<file path="config.mk">
export PLATFORM = sky130hd
export DESIGN_NAME = game_state_fsm_flat
export DESIGN_NICKNAME = d
export VERILOG_FILES = /design/src/rtl/game_state_fsm_if.sv /design/src/rtl/game_state_fsm.sv /design/src/flat_wrapper.sv
export SDC_FILE = /design/constraint.sdc
export NUM_CORES = 1
export LEC_CHECK = 0
export ABC_AREA = 1
export BUFFER_PORTS_ARGS = -buffer_cell sky130_fd_sc_hd__buf_4
export CAP_MARGIN = 20
export CORE_MARGIN = 3
export CORE_UTILIZATION = 35
export CTS_CLUSTER_DIAMETER = 80
export DETAILED_ROUTE_END_ITERATION = 7
export PLACE_DENSITY = 0.57
export SLEW_MARGIN = 40
export SYNTH_ARGS = -nofsm -noshare
export SYNTH_HDL_FRONTEND = slang
export SYNTH_SLANG_ARGS = --single-unit
</file>
<file path="constraint.sdc">
create_clock -name Clk -period 3 [get_ports Clk]
set_input_delay 0.45 -clock Clk [delete_from_list [all_inputs] [get_ports Clk]]
set_output_delay 0.45 -clock Clk [all_outputs]
set_load 0.02 [all_outputs]
</file>
<file path="src/rtl/game_state_fsm_if.sv">
// Game sequencer bus: keyboard/VGA/collision inputs and the HUD/State outputs.
interface game_state_fsm_if;
    logic        VGA_VS;
    logic [7:0]  keycode;
    logic        collision;
    logic [2:0]  State;
    logic        game_reset;
    logic        game_over;
    logic [15:0] survive_frames;
    logic [9:0]  survive_secs;
    logic [9:0]  best_secs;
    logic        new_best;

    modport master (
        output VGA_VS, keycode, collision,
        input  State, game_reset, game_over, survive_frames, survive_secs,
               best_secs, new_best
    );

    modport slave (
        input  VGA_VS, keycode, collision,
        output State, game_reset, game_over, survive_frames, survive_secs,
               best_secs, new_best
    );
endinterface

</file>
<file path="src/rtl/game_state_fsm.sv">
// Top-level game sequencer: menu / three levels / game-over, survival timers
// counted in VGA frames, best-time record and a restart pulse for the walls.
//
// state | meaning
// ------+---------------------------------------------------------------
//   0   | MENU: waiting for a start press, timers show the last run
//   1   | LEVEL1: run in progress, advances at LVL2_FRAMES
//   2   | LEVEL2: run in progress, advances at LVL3_FRAMES
//   3   | LEVEL3: run in progress until a collision
//   4   | GAME_OVER: timers frozen, restart allowed after GAMEOVER_HOLD frames
//  5-7  | illegal, recovers to MENU
module game_state_fsm #(
    parameter logic [7:0] START_KEY      = 8'h2C,
    parameter int         LVL2_FRAMES    = 600,
    parameter int         LVL3_FRAMES    = 1800,
    parameter int         FRAMES_PER_SEC = 60,
    parameter int         GAMEOVER_HOLD  = 120
) (
    input  logic             Clk,
    input  logic             Reset_h,
    game_state_fsm_if.slave  bus
);
    localparam logic [2:0] S_MENU = 3'd0;
    localparam logic [2:0] S_LVL1 = 3'd1;
    localparam logic [2:0] S_LVL2 = 3'd2;
    localparam logic [2:0] S_LVL3 = 3'd3;
    localparam logic [2:0] S_OVER = 3'd4;

    localparam int SUB_W  = $clog2(FRAMES_PER_SEC);
    localparam int HOLD_W = $clog2(GAMEOVER_HOLD + 1);

    localparam logic [15:0]       LVL2_F   = 16'(LVL2_FRAMES);
    localparam logic [15:0]       LVL3_F   = 16'(LVL3_FRAMES);
    localparam logic [SUB_W-1:0]  SUB_LAST = SUB_W'(FRAMES_PER_SEC - 1);
    localparam logic [HOLD_W-1:0] HOLD_MAX = HOLD_W'(GAMEOVER_HOLD);
    localparam logic [9:0]        SECS_MAX = 10'd999;

    logic [2:0]        state, state_next;
    logic              vs_sync1, vs_sync2, vs_prev, frame_tick;
    logic [7:0]        key_prev;
    logic [15:0]       frames, frames_nx;
    logic [9:0]        secs, secs_nx;
    logic [SUB_W-1:0]  sub_cnt, sub_nx;
    logic [HOLD_W-1:0] hold_cnt;
    logic [9:0]        best;
    logic              new_best_r, game_reset_r, game_over_r;

    logic start_evt, in_level, entering_l1, entering_over;

    assign start_evt     = (bus.keycode == START_KEY) && (key_prev != START_KEY);
    assign in_level      = (state == S_LVL1) || (state == S_LVL2) || (state == S_LVL3);
    assign entering_l1   = (state_next == S_LVL1) && (state != S_LVL1);
    assign entering_over = (state_next == S_OVER) && (state != S_OVER);

    // State register.
    always_ff @(posedge Clk) begin
        if (Reset_h) state <= S_MENU;
        else         state <= state_next;
    end

    // Next-state decode; collision outranks a level advance.
    always_comb begin
        state_next = state;
        case (state)
            S_MENU: if (start_evt) state_next = S_LVL1;
            S_LVL1: begin
                if (bus.collision)         state_next = S_OVER;
                else if (frames == LVL2_F) state_next = S_LVL2;
            end
            S_LVL2: begin
                if (bus.collision)         state_next = S_OVER;
                else if (frames == LVL3_F) state_next = S_LVL3;
            end
            S_LVL3: if (bus.collision) state_next = S_OVER;
            S_OVER: if (start_evt && (hold_cnt == HOLD_MAX)) state_next = S_LVL1;
            default: state_next = S_MENU;
        endcase
    end

    // Timer increments for this cycle; the best-time compare uses these so a
    // collision landing on a frame tick still credits that frame.
    always_comb begin
        frames_nx = frames;
        secs_nx   = secs;
        sub_nx    = sub_cnt;
        if (in_level && frame_tick) begin
            if (frames != 16'hFFFF) frames_nx = frames + 16'd1;
            if (sub_cnt == SUB_LAST) begin
                sub_nx = '0;
                if (secs != SECS_MAX) secs_nx = secs + 10'd1;
            end else begin
                sub_nx = sub_cnt + 1'b1;
            end
        end
    end

    // VGA_VS synchroniser and frame-tick edge detect, plus key edge history.
    always_ff @(posedge Clk) begin
        if (Reset_h) begin
            vs_sync1   <= 1'b0;
            vs_sync2   <= 1'b0;
            vs_prev    <= 1'b0;
            frame_tick <= 1'b0;
            key_prev   <= 8'h00;
        end else begin
            vs_sync1   <= bus.VGA_VS;
            vs_sync2   <= vs_sync1;
            vs_prev    <= vs_sync2;
            frame_tick <= vs_sync2 & ~vs_prev;
            key_prev   <= bus.keycode;
        end
    end

    // Survival timers, best-time record, game-over hold and registered flags.
    always_ff @(posedge Clk) begin
        if (Reset_h) begin
            frames       <= '0;
            secs         <= '0;
            sub_cnt      <= '0;
            hold_cnt     <= '0;
            best         <= '0;
            new_best_r   <= 1'b0;
            game_reset_r <= 1'b0;
            game_over_r  <= 1'b0;
        end else begin
            game_reset_r <= entering_l1;
            game_over_r  <= (state_next == S_OVER);
            if (entering_l1) begin
                frames     <= '0;
                secs       <= '0;
                sub_cnt    <= '0;
                new_best_r <= 1'b0;
            end else begin
                frames  <= frames_nx;
                secs    <= secs_nx;
                sub_cnt <= sub_nx;
            end
            if (entering_over) begin
                hold_cnt <= '0;
                if (secs_nx > best) begin
                    best       <= secs_nx;
                    new_best_r <= 1'b1;
                end
            end else if ((state == S_OVER) && frame_tick && (hold_cnt != HOLD_MAX)) begin
                hold_cnt <= hold_cnt + 1'b1;
            end
        end
    end

    // Drive the bus outputs from registered state.
    always_comb begin
        bus.State          = state;
        bus.game_reset     = game_reset_r;
        bus.game_over      = game_over_r;
        bus.survive_frames = frames;
        bus.survive_secs   = secs;
        bus.best_secs      = best;
        bus.new_best       = new_best_r;
    end
endmodule

</file>
<file path="src/flat_wrapper.sv">
// flat-port wrapper written by rule: the top's interface ports become plain ports
module game_state_fsm_flat 
#(
    parameter logic [7:0] START_KEY      = 8'h2C,
    parameter int         LVL2_FRAMES    = 600,
    parameter int         LVL3_FRAMES    = 1800,
    parameter int         FRAMES_PER_SEC = 60,
    parameter int         GAMEOVER_HOLD  = 120
)
  (Clk, Reset_h, bus_VGA_VS, bus_keycode, bus_collision, bus_State, bus_game_reset, bus_game_over, bus_survive_frames, bus_survive_secs, bus_best_secs, bus_new_best);
  game_state_fsm_if bus_i ();
  input  logic Clk;
  input  logic Reset_h;
  input wire logic [$bits(bus_i.VGA_VS)-1:0] bus_VGA_VS;
  input wire logic [$bits(bus_i.keycode)-1:0] bus_keycode;
  input wire logic [$bits(bus_i.collision)-1:0] bus_collision;
  output wire logic [$bits(bus_i.State)-1:0] bus_State;
  output wire logic [$bits(bus_i.game_reset)-1:0] bus_game_reset;
  output wire logic [$bits(bus_i.game_over)-1:0] bus_game_over;
  output wire logic [$bits(bus_i.survive_frames)-1:0] bus_survive_frames;
  output wire logic [$bits(bus_i.survive_secs)-1:0] bus_survive_secs;
  output wire logic [$bits(bus_i.best_secs)-1:0] bus_best_secs;
  output wire logic [$bits(bus_i.new_best)-1:0] bus_new_best;
  assign bus_i.VGA_VS = bus_VGA_VS;
  assign bus_i.keycode = bus_keycode;
  assign bus_i.collision = bus_collision;
  assign bus_State = bus_i.State;
  assign bus_game_reset = bus_i.game_reset;
  assign bus_game_over = bus_i.game_over;
  assign bus_survive_frames = bus_i.survive_frames;
  assign bus_survive_secs = bus_i.survive_secs;
  assign bus_best_secs = bus_i.best_secs;
  assign bus_new_best = bus_i.new_best;
  game_state_fsm #(.START_KEY(START_KEY), .LVL2_FRAMES(LVL2_FRAMES), .LVL3_FRAMES(LVL3_FRAMES), .FRAMES_PER_SEC(FRAMES_PER_SEC), .GAMEOVER_HOLD(GAMEOVER_HOLD)) u_core (.Clk(Clk), .Reset_h(Reset_h), .bus(bus_i));
endmodule
</file>
==> impl_metrics.py, run 1 <==
metrics = {
    "run_status": {
        "status": "completed",
    },
    "synthesis": {
        "yosysSeqAreaShare_pct": 36.23,
        "ys.flop_type": "dfxtp_1",
        "ys_ff_latch": 67,
        "avgSynthCellArea_um2": 6.818,
        "yosysTopAreaCell": "dfxtp_1",
        "mappedNetlistNets": 571,
        "syn_area_um2": 3702,
        "synth_warnings": 0,
        "syn_inst": 543,
        "synth_commonest_cells": "nand2_1 (144), inv_1 (80), nor2_1 (70)",
        "async_reset_ff_share_pct": 0,
        "synth_area_leaders": "dfxtp_1 (36%), nand2_1 (15%), inv_1 (8.1%), nor2_1 (7.1%), ha_1 (5.4%)",
        "synth_edf_count": 0,
        "synth.distinct_cells": 36,
        "synth_top_area_share_pct": 36.23,
        "yosysMostFrequentCell": "nand2_1",
    },
    "cts": {
        "cts_hold_buffers": 0,
        "cts_max_level": 3,
        "cts_tree": "yes",
        "cts_buffers": 9,
        "cts_sinks": 67,
        "cts_root_buf": "clkbuf_8",
        "clockBufferDepth": 2,
        "clk_pin_slew_ns": 0.08,
        "clock_latency_ns": 0.35,
    },
    "drt": {
        "drt_iter0_drc": 181,
        "wl_per_cell_um": 11.57,
        "drc": 0,
        "antenna_left": 0,
        "drt_pass1_iterations": 4,
        "via_count": 3418,
        "viasPerCell": 4.631,
        "drt-total-wl_mm": 8.535,
    },
    "setup_path": {
        "crit_path_start_kind": "flip-flop",
        "slowest_stage": "dfxtp_1",
        "critPathKind": "flip-flop to flip-flop",
        "worstPathArrival_ns": 2.91,
        "crit_top_cell": "nand3_1",
        "crit_family": "simple AND/OR/NAND/NOR gates",
        "critPathMaxFanout": 13,
        "cp.required_ns": 3.25,
        "crit_chain": "inv_2 > nand2_4 > nand3_4 > nor2_4 > nand4_1 > nand2_1 > inv_1 > ha_1 > nand2_1 > nor2_1 > nand3_1 > nand3_1 > nand3_1 > buf_4 > o21ai_1 > nor2_1",
        "worst_path_largest_cell_delay_ns": 0.42,
        "critPathBufInv": 3,
        "cp-end-kind": "flip-flop",
    },
    "timing": {
        "period_needed_ns": 2.664,
        "clock-skew-final_ns": 0.01291,
        "setup_tns_ns": 0,
        "finalSetupViolCount": 0,
        "hold_viol": 0,
        "setup_ws_ns": 0.3360,
        "period_share_pct": 88.80,
        "max_freq_mhz": 375.4,
        "drv_slew": 0,
        "worst_slew_pin_slew_ns": 0.5832,
        "max-slew-margin-rel_pct": 61.11,
    },
    "place": {
        "place_inst": 721,
        "port_buffers": 53,
        "dpl.hpwl_mm": 6.456,
        "gp_congestion": 0.9030,
        "pre_cts_slack_ns": 0.3292,
    },
    "global_route": {
        "grt.overflow.total": 0,
        "antenna_found_initial": 0,
        "grt_pass1_vias": 3255,
        "grt_usage_pct": 15.34,
        "grt_max_degree": 21,
        "grt_pass1_wl_mm": 14.55,
    },
    "die": {
        "start_util_pct": 36.86,
        "die-area_um2": 11850,
        "core_region_area_um2": 10040,
        "die_h_um": 108.9,
        "die_w_um": 108.9,
        "rows": 36,
        "io_pins": 54,
    },
    "final_layout": {
        "layout-drive-gt1-share_pct": 18.18,
        "area_growth_pct": 19.94,
        "layout.cells.non_filler": 738,
        "final_nets": 628,
        "utilization_pct": 44.21,
        "antennaDiodeCount": 0,
    },
    "pwr": {
        "vdd_drop_max_v": 0.0001984,
        "leakage_nw": 2.017,
        "power.density_nw_per_um2": 385.1,
    },
    "hold_path": {
        "min_path_type": "input port to flip-flop",
    },
    "job": {
        "drv_cap": 0,
    },
}
-- per-stage QoR --
step	hold WS, ns	area (um^2)	power [mW]
floorplan	0.3728	3702	0.9438
global placement	0.3830	4217	0.9611
detailed placement	0.3884	4217	0.9614
CTS	0.2917	4417	1.731
global route	0.3173	4441	1.771
finish	0.2980	4441	1.710
-- state kept, by name, summed over array words and instances (netlist names), 3 cells and up --
signal                     flops
u_core.bus.State               3
u_core.hold_cnt                7
u_core.sub_cnt                 6
u_core.key_prev                8
u_core.bus.survive_frames     16
u_core.bus.best_secs          10
u_core.bus.survive_secs       10
-- report_power, final --
group	switching, mW	internal [mW]	leakage [nW]
registers	0.00205	0.896	0.542
clock network	0.383	0.388	0.0958
logic	0.0262	0.0154	1.38
-- worst min-delay path, cell delays in order --
cell,delay (ns)
buf_4,0.07
inv_1,0.03
nor2_1,0.06
-- cell type report --
class                      count  area (um^2)
clock buffer                   9        123.9
tap                          133        166.4
multi-input combinational    376         1971
fill                        1033         5604
timing repair buffer          57        427.9
inverter                      89        334.1
sequential                    67         1341
clock inverter                 7        76.32
-- per-layer routing --
metal  GRT usage [%]  routed length [um]
met1           19.52                4119
met2           25.33                3860
met3           3.256                 396
met4           6.132                 160
met5               0                   0
-- path summary, 6_finish.rpt --
| check | from | end | slack [ns] | depth (start not counted) |
|---|---|---|---|---|
| setup / recovery | u_core.bus.State[0]$_SDFF_PP0_ | u_core.bus.best_secs[1]$_SDFFE_PP0P_ | 0.34 | 16 |
| setup reg to reg | u_core.bus.State[0]$_SDFF_PP0_ | u_core.bus.best_secs[1]$_SDFFE_PP0P_ | 0.34 | 16 |
| hold / removal | bus_VGA_VS | u_core.vs_sync1$_SDFF_PP0_ | 0.30 | 3 |
| hold reg to reg | u_core.vs_prev$_SDFF_PP0_ | u_core.frame_tick$_SDFF_PP0_ | 0.41 | 1 |
-- cells by family (layout without fill, tap and decap cells) --
logic type | count (synthesis) | in the layout | synth area share [%]
AND/OR/NAND/NOR | 300 | 300 | 36.67
XOR/XNOR | 16 | 16 | 3.785
flip-flops | 67 | 67 | 36.23
buffers and inverters | 100 | 162 | 10.98
adder cells (fa/ha/maj) | 16 | 16 | 5.407
AO/OA/AOI/OAI | 44 | 44 | 6.928
-- timing repair --
action                     in CTS  in global routing
setup endpoints to repair       0                  2
resized for setup               0                  3
setup buffers                   0                  1
-- cell usage in the layout, fill, tap and decap left out, types with 9 or more instances in the layout --
master,count
a21oi_1,23
buf_4,57
clkbuf_8,9
dfxtp_1,67
ha_1,15
inv_1,80
nand2_1,144
nand3_1,28
nand4_1,21
nor2_1,70
nor3_1,13
o21ai_0,10
xor2_1,12
No activity file was read; power rests on OpenSTA's default activity.
==> run 2, diff against run 1 <==
--- a/config.mk
+++ b/config.mk
@@ -7,12 +7,11 @@
 export LEC_CHECK = 0
 export ABC_AREA = 1
 export BUFFER_PORTS_ARGS = -buffer_cell sky130_fd_sc_hd__buf_4
-export CAP_MARGIN = 20
+export CAP_MARGIN = 25
 export CORE_MARGIN = 3
 export CORE_UTILIZATION = 35
 export CTS_CLUSTER_DIAMETER = 80
 export DETAILED_ROUTE_END_ITERATION = 7
-export PLACE_DENSITY = 0.57
 export SLEW_MARGIN = 40
 export SYNTH_ARGS = -nofsm -noshare
 export SYNTH_HDL_FRONTEND = slang
==> run 2 against run 1 <==
First-iteration DRC count up 17%. Total power grew 9.0%. Clock-buffer cell count increased by 2. Die area did not move. Register-to-register slack lost 0.04 ns. Clock power up 20%. Global-route usage grew 0.25 points. Core utilization rose by 0.42 points. Sequential cell count is the same. Sequential power hardly changed. Critical endpoint unchanged. Highest routed layer unchanged.
==> impl_metrics.py, run 2 (same netlist as run 1, synthesis figures left out) <==
metrics = {
    "final_layout": {
        "final_nets": 629,
        "layout.cells.non_filler": 739,
        "area_growth_pct": 21.09,
        "layout-drive-gt1-share_pct": 18.32,
        "final_common_cell": "nand2_1",
        "layout_common_cells": "nand2_1 (144), inv_1 (80), nor2_1 (68)",
        "fillers": 1019,
        "largest_reg_flops": 16,
        "antennaDiodeCount": 0,
    },
    "cts": {
        "cts_sinks": 67,
        "clk_pin_slew_ns": 0.08,
        "cts_buffers": 9,
        "clockBufferDepth": 2,
        "cts_hold_buffers": 0,
        "cts_tree": "yes",
        "cts_root_buf": "clkbuf_8",
        "clock_latency_ns": 0.34,
        "cts_max_level": 3,
    },
    "drt": {
        "drt_pass1_iterations": 5,
        "drt-total-wl_mm": 8.690,
        "via_count": 3418,
        "antenna_left": 0,
        "wl_per_cell_um": 11.76,
        "drt_iter0_drc": 211,
        "viasPerCell": 4.625,
        "drc": 0,
    },
    "die": {
        "die-area_um2": 11850,
        "io_pins": 54,
        "die_w_um": 108.9,
        "core_region_area_um2": 10040,
        "rows": 36,
        "start_util_pct": 36.86,
        "die_h_um": 108.9,
    },
    "place": {
        "pre_cts_slack_ns": 0.2562,
        "gp_congestion": 0.8535,
        "port_buffers": 53,
        "place_inst": 720,
        "dpl.hpwl_mm": 6.494,
    },
    "global_route": {
        "grt_pass1_wl_mm": 14.78,
        "grt_max_degree": 21,
        "grt_pass1_vias": 3258,
        "antenna_found_initial": 0,
        "grt_usage_pct": 15.59,
        "grt.overflow.total": 0,
    },
    "timing": {
        "drv_slew": 0,
        "period_share_pct": 90.03,
        "clock-skew-final_ns": 0.009962,
        "rsz0062_at_grt": "no",
        "hold_viol": 0,
        "finalSetupViolCount": 0,
        "max_freq_mhz": 370.2,
        "worst_slew_pin_slew_ns": 0.5703,
        "setup_tns_ns": 0,
        "max-slew-margin-rel_pct": 61.97,
        "setup_ws_ns": 0.2990,
        "period_needed_ns": 2.701,
    },
    "hold_path": {
        "min_path_type": "input port to flip-flop",
        "min-delay-start": "bus_keycode[5]",
        "hold_end": "u_core.key_prev[5]$_SDFF_PP0_",
        "hold_depth": 3,
    },
    "pwr": {
        "p_int_mw": 1.485,
        "combPwrFrac_pct": 2.3,
        "seqPwrFrac_pct": 48.2,
        "p_sw_share_pct": 20.37,
        "leakage_nw": 2.047,
        "vdd_drop_max_v": 0.0002556,
        "power.density_nw_per_um2": 415.9,
        "power_switching_mw": 0.3799,
        "pwr-share-clk_pct": 49.5,
    },
    "setup_path": {
        "crit_chain": "ha_1 > nand2_1 > inv_1 > nand4_2 > nand3_1 > nand2_1 > nand2_1 > inv_2 > ha_1 > nand2_1 > nor2_1 > nand3_1 > nand3_1 > nand3_1 > buf_4 > o21ai_1 > nor2_1",
        "rr_endpoint": "u_core.bus.best_secs[1]$_SDFFE_PP0P_",
        "cp-end-kind": "flip-flop",
        "worstPathArrival_ns": 2.94,
        "critPathBufInv": 3,
        "r2r_start": "u_core.bus.survive_secs[0]$_SDFF_PP0_",
        "worst_path_largest_cell_delay_ns": 0.39,
        "crit_path_start_kind": "flip-flop",
        "cp.required_ns": 3.24,
        "slowest_stage": "dfxtp_1",
        "reg2reg_slack_ns": 0.30,
        "critPathMaxFanout": 11,
        "rr_worst_depth": 17,
        "crit_family": "simple AND/OR/NAND/NOR gates",
        "critPathKind": "flip-flop to flip-flop",
    },
    "run_status": {
        "status": "completed",
    },
    "job": {
        "drv_cap": 0,
    },
}
[run 2: changes by cell type in the layout (fill, tap and decap cells not counted), moves of 2 or more]
cell	previous run	this run
bufinv_16	1	3
clkinv_4	2	0
clkinvlp_4	2	0
nor2_1	70	68
nor2_2	4	6
[run 2: tightest hold or removal path, stage by stage]
cell    delay [ns]
buf_4         0.08
inv_1         0.03
nor2_1        0.06
[run 2: area by class of cell]
class                           instances  area (um^2)  area share (%)
Multi-Input combinational cell        376         1964           43.82
Sequential cell                        67         1341           29.92
Timing Repair Buffer                   58        435.4           9.713
Inverter                               89        334.1           7.452
Tap cell                              133        166.4           3.712
Clock buffer                           11        141.4           3.154
Clock inverter                          5        100.1           2.233
[run 2: repair_timing]
item	4_1_cts	5_1_grt
setup endpoints to repair	0	11
buffers inserted	0	3
resized for setup	0	3
[run 2: worst max-delay path by stage]
stage	cells after the start	end	slack, ns	start
floorplan	17	u_core.bus.best_secs[5]$_SDFFE_PP0P_	0.50	u_core.bus.survive_secs[1]$_SDFF_PP0_
global placement	16	u_core.bus.best_secs[0]$_SDFFE_PP0P_	0.35	u_core.bus.State[0]$_SDFF_PP0_
finish	17	u_core.bus.best_secs[1]$_SDFFE_PP0P_	0.30	u_core.bus.survive_secs[0]$_SDFF_PP0_
global route	18	u_core.bus.best_secs[2]$_SDFFE_PP0P_	0.04	u_core.bus.survive_secs[0]$_SDFF_PP0_
detailed placement	16	u_core.bus.best_secs[1]$_SDFFE_PP0P_	0.26	u_core.bus.State[0]$_SDFF_PP0_
CTS	16	u_core.bus.best_secs[1]$_SDFFE_PP0P_	0.25	u_core.bus.State[0]$_SDFF_PP0_
[run 2: routing by layer]
| metal | track usage (%) | vias up | wire length [um] |
|---|---|---|---|
| met2 | 25.90 | 68 | 4040 |
| met1 | 20.04 | 1521 | 4199 |
| met5 | 0 | - | 0 |
| met3 | 3.079 | 10 | 361 |
| li1 | - | 1819 | - |
| met4 | 5.681 | 0 | 89 |
[run 2: power by group through the flow]
stage	Combinational [mW]	Clock [mW]	Sequential (mW)
4_1_cts	0.0432	0.954	0.899
3_3_place_gp	0.0419	0	0.919
6_report	0.0420	0.924	0.899
3_5_place_dp	0.0431	0	0.919
2_1_floorplan	0.0248	0	0.919
5_1_grt	0.0469	0.996	0.899
[run 2: stage by stage]
step	util [%]	cell area, um^2	hold WS [ns]	power (mW)
5_1_grt	44.63	4483	0.3092	1.942
3_5_place_dp	41.90	4209	0.3823	0.9626
3_3_place_gp	41.90	4209	0.3814	0.9610
6_report	44.63	4483	0.3145	1.864
4_1_cts	44.31	4451	0.2988	1.895
2_1_floorplan	-	3702	0.3728	0.9438
==> run 3, diff against run 2 <==
==> constraint.sdc (replaced) <==
create_clock -name Clk -period 3.3 [get_ports Clk]
set_input_delay 0.495 -clock Clk [delete_from_list [all_inputs] [get_ports Clk]]
set_output_delay 0.495 -clock Clk [all_outputs]
set_load 0.02 [all_outputs]
==> run 3 against run 2 <==
Hold slack improved by 0.047 ns. Combinational power fell by 10%. Clock-buffer cell count did not move. Setup slack improved by 0.14 ns. Final cell count fell by 0.54%. Sequential power fell by 9.1%. Clock skew rose by 0.00052 ns. First-iteration DRC count fell by 36%. Via count fell by 0.53%. Critical path type unchanged. Critical endpoint is now u_core.bus.best_secs[6]$_SDFFE_PP0P_.
==> impl_metrics.py, run 3 (same netlist as run 1, synthesis figures left out) <==
metrics = {
    "die": {
        "die-area_um2": 11850,
        "rows": 36,
        "die_h_um": 108.9,
        "die_w_um": 108.9,
        "start_util_pct": 36.86,
        "core_region_area_um2": 10040,
        "io_pins": 54,
    },
    "timing": {
        "max-slew-margin-rel_pct": 61.57,
        "drv_slew": 0,
        "setup_tns_ns": 0,
        "hold_viol": 0,
        "period_share_pct": 86.61,
        "worst_slew_pin_slew_ns": 0.5763,
        "period_needed_ns": 2.858,
        "finalSetupViolCount": 0,
        "max_freq_mhz": 349.9,
        "clock-skew-final_ns": 0.01048,
        "rsz0062_at_grt": "no",
    },
    "cts": {
        "cts_tree": "yes",
        "cts_root_buf": "clkbuf_8",
        "clk_pin_slew_ns": 0.07,
        "cts_hold_buffers": 0,
        "clock_latency_ns": 0.35,
        "ctsResizeCount": 0,
        "cts_sinks": 67,
        "cts_max_level": 3,
        "postCtsSetupBuffers": 0,
        "cts_buffers": 9,
        "clockBufferDepth": 2,
    },
    "final_layout": {
        "utilization_pct": 43.72,
        "antennaDiodeCount": 0,
        "final_nets": 625,
        "area_growth_pct": 18.62,
        "layout.cells.non_filler": 735,
        "seqCellArea_um2": 1341,
        "fillers": 1068,
        "largest_reg_flops": 16,
        "final_common_cell": "nand2_1",
        "multi_input_area_um2": 1959,
        "layout_common_cells": "nand2_1 (144), inv_1 (80), nor2_1 (70)",
        "layout-drive-gt1-share_pct": 17.28,
    },
    "pwr": {
        "leakage_nw": 2.000,
        "p_int_mw": 1.176,
        "combPwrFrac_pct": 2.5,
        "power_switching_mw": 0.3415,
        "power.density_nw_per_um2": 345.5,
        "seqPwrFrac_pct": 53.8,
        "pwr-share-clk_pct": 43.7,
        "vdd_drop_max_v": 0.0001517,
        "p_sw_share_pct": 22.51,
    },
    "setup_path": {
        "critPathMaxFanout": 11,
        "r2r_start": "u_core.bus.survive_secs[2]$_SDFF_PP0_",
        "crit_path_start": "u_core.bus.survive_secs[2]$_SDFF_PP0_",
        "worst_path_largest_cell_delay_ns": 0.44,
        "slowest_stage": "dfxtp_1",
        "reg2reg_slack_ns": 0.44,
        "rr_endpoint": "u_core.bus.best_secs[6]$_SDFFE_PP0P_",
        "cp-end-kind": "flip-flop",
        "rr_worst_depth": 16,
        "critPathKind": "flip-flop to flip-flop",
        "cp.required_ns": 3.54,
        "crit_path_start_kind": "flip-flop",
        "crit_path_end": "u_core.bus.best_secs[6]$_SDFFE_PP0P_",
        "crit_chain": "nand2_1 > nor2_1 > nand2_1 > nor2_1 > nand4_1 > nand2_1 > inv_1 > ha_1 > nand2_1 > nor2_1 > nand3_1 > nand3_1 > nand3_2 > buf_4 > a21oi_1 > nor2_1",
        "worstPathArrival_ns": 3.09,
    },
    "place": {
        "port_buffers": 53,
        "place_inst": 719,
        "gp_congestion": 0.8416,
        "dpl.hpwl_mm": 6.409,
    },
    "drt": {
        "via_count": 3400,
        "drc": 0,
        "drt-total-wl_mm": 8.519,
        "drt_iter0_drc": 136,
        "antenna_left": 0,
        "viasPerCell": 4.626,
        "wl_per_cell_um": 11.59,
        "drt_pass1_iterations": 5,
    },
    "run_status": {
        "status": "completed",
    },
    "job": {
        "drv_cap": 0,
    },
    "global_route": {
        "antenna_found_initial": 0,
        "grt_usage_pct": 15.58,
        "grt.overflow.total": 0,
        "grt_max_degree": 21,
        "grt_pass1_vias": 3183,
        "grt_pass1_wl_mm": 14.88,
    },
    "hold_path": {
        "min_path_type": "input port to flip-flop",
    },
}
run 3: critical path: cells and delay by family, from the launching register on:
family / cells / cell delay [ns]
AOI/OAI and AO/OA: 1 / 0.12
adders and majority gates: 1 / 0.29
buffers and inverters: 2 / 0.30
DFF: 1 / 0.44
and+or+nand+nor: 12 / 1.61
run 3: layout make-up:
class | count | share of cell area [%]
Clock inverter | 5 | 1.225
Sequential cell | 67 | 30.54
Tap cell | 133 | 3.789
Multi-Input combinational cell | 376 | 44.62
Inverter | 89 | 7.607
Timing Repair Buffer | 54 | 9.231
Clock buffer | 11 | 2.991
run 3: power groups by stage:
stage	Clock, mW	Combinational (mW)	Sequential (mW)
after CTS	0.687	0.0388	0.817
final	0.663	0.0378	0.817
after floorplan	0	0.0226	0.835
after global placement	0	0.0380	0.836
after detailed placement	0	0.0388	0.836
after global routing	0.721	0.0431	0.818
run 3: per-stage QoR:
step	hold WS (ns)	cell area, um^2	power [mW]	setup slack (ns)
after floorplan	0.3728	3702	0.8580	0.8013
after global placement	0.3834	4202	0.8735	0.4202
after detailed placement	0.3888	4202	0.8745	0.3410
after CTS	0.3509	4387	1.543	0.3302
after global routing	0.3633	4392	1.582	0.1069
final	0.3616	4392	1.518	0.4419
run 3: routing by layer:
metal,track usage [%],vias up,part of all wire [%]
met3,3.256,10,5.8
met4,5.140,0,1.0
met2,25.42,73,46
met5,0,-,0
li1,-,1819,-
met1,20.54,1498,47
run 3: worst min path at each step:
stage                     cells after the start                       endpoint                 startpoint  slack [ns]
after floorplan                               1   u_core.frame_tick$_SDFF_PP0_  u_core.vs_prev$_SDFF_PP0_        0.37
after global placement                        1   u_core.frame_tick$_SDFF_PP0_  u_core.vs_prev$_SDFF_PP0_        0.38
after detailed placement                      1   u_core.frame_tick$_SDFF_PP0_  u_core.vs_prev$_SDFF_PP0_        0.39
after CTS                                     3  u_core.key_prev[6]$_SDFF_PP0_             bus_keycode[6]        0.35
after global routing                          3  u_core.key_prev[3]$_SDFF_PP0_             bus_keycode[3]        0.36
final                                         3  u_core.key_prev[5]$_SDFF_PP0_             bus_keycode[5]        0.36
